[src/rtl/hex_keypad_entry.sv]
// 4x4 hex keypad scanner with frame-based debounce and two shift-in operand registers.
// One press emits a single key_valid pulse and shifts its digit into num1 or num2.
module hex_keypad_entry #(
    parameter int SCAN_DIV        = 100000,
    parameter int DEBOUNCE_FRAMES = 3
) (
    input  logic       clk_g,
    input  logic       rst,
    input  logic [3:0] key_col,
    input  logic       target,
    input  logic       clr,
    output logic [3:0] key_row,
    output logic       key_valid,
    output logic [3:0] key_code,
    output logic [7:0] num1,
    output logic [7:0] num2
);

    localparam int DIV_W = (SCAN_DIV > 1) ? $clog2(SCAN_DIV) : 1;
    localparam int STB_W = $clog2(DEBOUNCE_FRAMES + 1);
    localparam logic [DIV_W-1:0] DIV_LAST = DIV_W'(SCAN_DIV - 1);
    localparam logic [STB_W-1:0] STB_MAX  = STB_W'(DEBOUNCE_FRAMES);
    // Key values carry a presence bit on top of the 4-bit code; all-zero means no key.
    localparam logic [4:0] KEY_NONE = 5'b0_0000;

    logic [3:0]       col_meta;
    logic [3:0]       col_s;
    logic [DIV_W-1:0] div_cnt;
    logic [1:0]       row_idx;
    logic [1:0]       row_nxt;
    logic [4:0]       frame_acc;
    logic [4:0]       row_hit;
    logic [4:0]       frame_result;
    logic [4:0]       candidate;
    logic [4:0]       cand_nxt;
    logic [4:0]       debounced;
    logic [STB_W-1:0] stable_cnt;
    logic [STB_W-1:0] stable_nxt;
    logic             sample;
    logic             frame_end;
    logic             accept;
    logic             press;

    always_ff @(posedge clk_g or negedge rst) begin
        if (!rst) begin
            col_meta <= 4'b1111;
            col_s    <= 4'b1111;
        end else begin
            col_meta <= key_col;
            col_s    <= col_meta;
        end
    end

    assign sample    = (div_cnt == DIV_LAST);
    assign frame_end = sample && (row_idx == 2'd3);
    assign row_nxt   = row_idx + 2'd1;

    // Descending loop so the lowest asserted column wins.
    always_comb begin
        row_hit = KEY_NONE;
        for (int c = 3; c >= 0; c--) begin
            if (!col_s[c]) row_hit = {1'b1, row_idx, 2'(c)};
        end
    end

    assign frame_result = frame_acc[4] ? frame_acc : row_hit;

    always_comb begin
        cand_nxt   = candidate;
        stable_nxt = stable_cnt;
        if (frame_result == candidate) begin
            if (stable_cnt < STB_MAX) stable_nxt = stable_cnt + 1'b1;
        end else begin
            cand_nxt   = frame_result;
            stable_nxt = STB_W'(1);
        end
        accept = frame_end && (stable_nxt == STB_MAX) && (cand_nxt != debounced);
        press  = accept && cand_nxt[4];
    end

    always_ff @(posedge clk_g or negedge rst) begin
        if (!rst) begin
            div_cnt   <= '0;
            row_idx   <= 2'd0;
            key_row   <= 4'b1110;
            frame_acc <= KEY_NONE;
        end else begin
            div_cnt <= sample ? '0 : div_cnt + 1'b1;
            if (sample) begin
                row_idx <= row_nxt;
                key_row <= ~(4'b0001 << row_nxt);
                if (row_idx == 2'd3) frame_acc <= KEY_NONE;
                else if (!frame_acc[4]) frame_acc <= row_hit;
            end
        end
    end

    always_ff @(posedge clk_g or negedge rst) begin
        if (!rst) begin
            candidate  <= KEY_NONE;
            stable_cnt <= '0;
            debounced  <= KEY_NONE;
        end else if (frame_end) begin
            candidate  <= cand_nxt;
            stable_cnt <= stable_nxt;
            if (accept) debounced <= cand_nxt;
        end
    end

    // clr wins over the shift but never masks the pulse or the code update.
    always_ff @(posedge clk_g or negedge rst) begin
        if (!rst) begin
            key_valid <= 1'b0;
            key_code  <= 4'h0;
            num1      <= 8'h00;
            num2      <= 8'h00;
        end else begin
            key_valid <= press;
            if (press) key_code <= cand_nxt[3:0];
            if (clr) begin
                num1 <= 8'h00;
                num2 <= 8'h00;
            end else if (press) begin
                if (!target) num1 <= {num1[3:0], cand_nxt[3:0]};
                else         num2 <= {num2[3:0], cand_nxt[3:0]};
            end
        end
    end

endmodule

[config.mk]
export PLATFORM = sky130hd
export DESIGN_NAME = hex_keypad_entry
export DESIGN_NICKNAME = d
export VERILOG_FILES = /design/src/rtl/hex_keypad_entry.sv
export SDC_FILE = /design/constraint.sdc
export NUM_CORES = 1
export LEC_CHECK = 0
export ABC_AREA = 1
export CORE_AREA = 2 2 82 84
export CTS_CLUSTER_DIAMETER = 200
export DETAILED_ROUTE_END_ITERATION = 10
export DIE_AREA = 0 0 84 86
export GPL_TIMING_DRIVEN = 0
export PLACE_DENSITY_LB_ADDON = 0.08
export SYNTH_ARGS = -nofsm -noshare
export SYNTH_HDL_FRONTEND = slang
export SYNTH_SLANG_ARGS = --single-unit
[constraint.sdc]
create_clock -name clk_g -period 2.6 [get_ports clk_g]
set_input_delay 0.65 -clock clk_g [delete_from_list [all_inputs] [get_ports clk_g]]
set_output_delay 0.65 -clock clk_g [all_outputs]
set_load 0.05 [all_outputs]
==> reports/metrics.csv <==
stage,metric,value,unit
status,outcome,"finished, final reports clean",
worst_setup_path,critical_path_buf_inv_count,1,
placed_design,dp_hpwl,4360,um
grt,globalRouteOverflowTotal,0,
synthesis,syn_area,3260,um^2
placed_design,placement.io_buffers,32,
worst_hold_path,hold_class,register to register,
route,met3RoutedLength,270,um
die,coreArea,6280,um^2
route,first_pass_iters,4,
synthesis,yosys_warnings,0,
worst_setup_path,end_kind,output port,
clock_network,cts-buffers-inserted,9,
flow_run,max-cap-violations,0,
route,wl_met2,2590,um
sta,final-hold-violation-count,0,
sta,post-route-period-util,0.890,
grt,grt_pass1_vias,2349,
die,num_rows,29,
synthesis,postSynthCellCount,376,
finish,nets,433,
worst_setup_path,crit_start,key_row[3],
worst_setup_path,crit_slowest_cell,clkdlybuf4s50_1,
worst_setup_path,cpLargestDelayFamily,buffers and inverters,
route,first_iter_violations,189,
route,via_count,2443,
worst_setup_path,reg2reg_slack,510,ps
route,ant_nets,0,
worst_setup_path,reg2reg_depth,13,
sta,rsz0062_at_grt,no,
synthesis,syn_nets,390,
placed_design,place_congestion,0.843,
route,wirelength,6090,um
synthesis,synth_cell_types,36,
worst_hold_path,holdCritStartpoint,col_meta[0],
clock_network,cts_resized,0,
power,p_per_area,531,nW/um^2
sta,tightest_slew,841,ps
route,wl_met1,3120,um
worst_setup_path,path_cells,clkdlybuf4s50_1,
clock_network,post_cts_buffers,0,
die,die_y,86,um
worst_setup_path,crit_arrival,1660,ps
worst_setup_path,slowest_delay,790,ps
die,die_area,7220,um^2
finish,area.growth.synth_to_final,18.8,%
worst_setup_path,crit_type,register to output port,
route,dr.max_layer_used,met4,
grt,grt_pass1_wl,10700,um
worst_hold_path,worst_hold_path.endpoint,col_s[0],
clock_network,cts_tree,built,
clock_network,clockRootBuffer,clkbuf_8,
placed_design,place_area,3680,um^2
power,power.leakage,1.86,nW
sta,layout_min_cycle_time,2310,ps
grt,antenna_found_initial,0,
worst_setup_path,cp.required,1950,ps
clock_network,clk_latency,340,ps
sta,max_slew_margin,0.439,
finish,drive_above_1_share,0.134,
clock_network,hold_buffers,0,
synthesis,synth_area_per_cell,8.68,um^2
finish,final_cell_mix,"nand2_1 (106), dfrtp_1 (58), inv_1 (40), nand3_1 (33), nor2_1 (32)",
sta,finalSetupViolations,0,
die,start_util,0.520,
worst_setup_path,worstReg2RegEnd,num2[7],
route,wl_per_cell,12.2,um
grt,grt_max_degree,70,
finish,stdcell_area,3880,um^2
grt,grt_usage,0.188,
finish,num_antenna_cells,0,
sta,slew_viol_final,0,
sta,skew,7.52,ps
route,drc,0,
sta,timing.fmax,0.432,GHz
synthesis,synth_seq_cells,69,
worst_setup_path,startpoint_type,register,
route,routed_via_density,4.88,
power,ir_worst_vdd,0.304,mV
clock_network,htreeDepth,3,
finish,layout_commonest_cell,nand2_1,
worst_setup_path,rr_startpoint,col_s[2],
clock_network,cts_max_path_buffers,2,
synthesis,ys_seq_area_frac,0.534,
clock_network,clk_pin_slew_worst_paths,70,ps
die,boundaryPins,33,
worst_setup_path,critPathMaxFanout,2,
clock_network,clock-sinks,69,
sta,setup_tns,0,ps
worst_hold_path,holdPathStages,0,
die,chipWidth,84,um
## stage by stage
step / total power (W) / instances / util / setup slack, ps / hold WS [ps]
floorplan: 0.00116 / 376 / - / 701 / 345
global placement: 0.00121 / 485 / 0.586 / -1440 / 347
detailed placement: 0.00121 / 485 / 0.586 / 476 / 347
CTS: 0.00208 / 501 / 0.618 / 267 / 357
global route: 0.00214 / 501 / 0.618 / 245 / 361
finish: 0.00206 / 501 / 0.618 / 287 / 357
## Yosys cell counts
cell type | number | area share
nor2_2 | 3 | 0.0058
xnor2_1 | 2 | 0.0054
dfrtp_1 | 58 | 0.44
nand3_4 | 2 | 0.011
xor2_1 | 5 | 0.013
clkbuf_1 | 3 | 0.0035
nor4_1 | 1 | 0.0019
dfstp_2 | 11 | 0.089
ha_1 | 6 | 0.023
nor2_1 | 32 | 0.037
o21ai_0 | 13 | 0.020
o21a_1 | 1 | 0.0023
a21oi_1 | 7 | 0.011
buf_6 | 1 | 0.0035
nand3_2 | 1 | 0.0031
nand4_1 | 4 | 0.0077
or2_0 | 1 | 0.0019
or2_1 | 1 | 0.0019
nor3_2 | 1 | 0.0031
nand2_1 | 106 | 0.12
nand2_4 | 1 | 0.0035
nand3_1 | 33 | 0.051
nor3b_1 | 1 | 0.0023
nor2_4 | 2 | 0.0069
clkinv_1 | 1 | 0.0011
o21ai_1 | 11 | 0.017
nand2_2 | 4 | 0.0077
nand4_4 | 2 | 0.013
inv_2 | 9 | 0.010
o21ai_2 | 1 | 0.0027
inv_1 | 40 | 0.046
nor4_2 | 1 | 0.0038
o22ai_1 | 1 | 0.0019
nand3b_1 | 4 | 0.0092
nor2_8 | 1 | 0.0061
nor3_1 | 5 | 0.0077
## sequential cells by signal (all words and copies together) (netlist names)
register,cells
stable_cnt,2
col_s,4
col_meta,4
div_cnt,17
key_valid,1
candidate,5
num1,8
debounced,5
row_idx,2
key_row,4
num2,8
key_code,4
frame_acc,5
## how the worst max path moves through the flow
stage	to	slack [ps]	depth (start not counted)
4_1_cts	key_row[3]	270	1
3_5_place_dp	num1[2]	480	5
5_1_grt	key_row[2]	240	1
2_1_floorplan	num2[2]	700	13
3_3_place_gp	num1[6]	-1440	1
6_report	key_row[3]	290	1
## final cells by class
cell class | instances | area, um^2
buffer | 4 | 22.5
clock buffer | 10 | 138
clock inverter | 6 | 62.6
fill | 563 | 2400
inverter | 50 | 188
multi-input combinational | 253 | 1310
sequential | 69 | 1740
tap | 77 | 96.3
timing repair buffer | 32 | 318
## logic make-up (layout without fill, tap and decap cells)
logic type	after synthesis	after routing	share of synthesized area
adders and majority gates	6	6	0.0230
xor gates and xnor gates	7	7	0.0188
DFF	69	69	0.534
buffers and inverters	54	102	0.0644
and+or+nand+nor	206	206	0.306
AOI/OAI and AO/OA	34	34	0.0545
## report_power, final
part | switching, W | leakage (nW) | internal, W
Sequential | 0.00000493 | 0.910 | 0.00109
Combinational | 0.0000667 | 0.859 | 0.0000254
Clock | 0.000408 | 0.0943 | 0.000465
## routing by layer
metal | up-vias | GRT usage
met5 | - | 0
met2 | 53 | 0.279
met3 | 11 | 0.0395
met1 | 1100 | 0.268
met4 | 0 | 0.0836
li1 | 1279 | -
## worst register-to-register path: stages, from the launching register on
cell	delay (ps)
dfstp_2	540
nand2_2	80
nor2_4	120
nand2_2	80
buf_6	160
nand3b_1	80
nand2_1	80
nor2_4	130
nand3_4	100
nor2_8	160
nand4_4	210
nand2_4	160
nand2_1	70
nand2_1	60
Note: power is estimated with default switching activity, not from simulation.
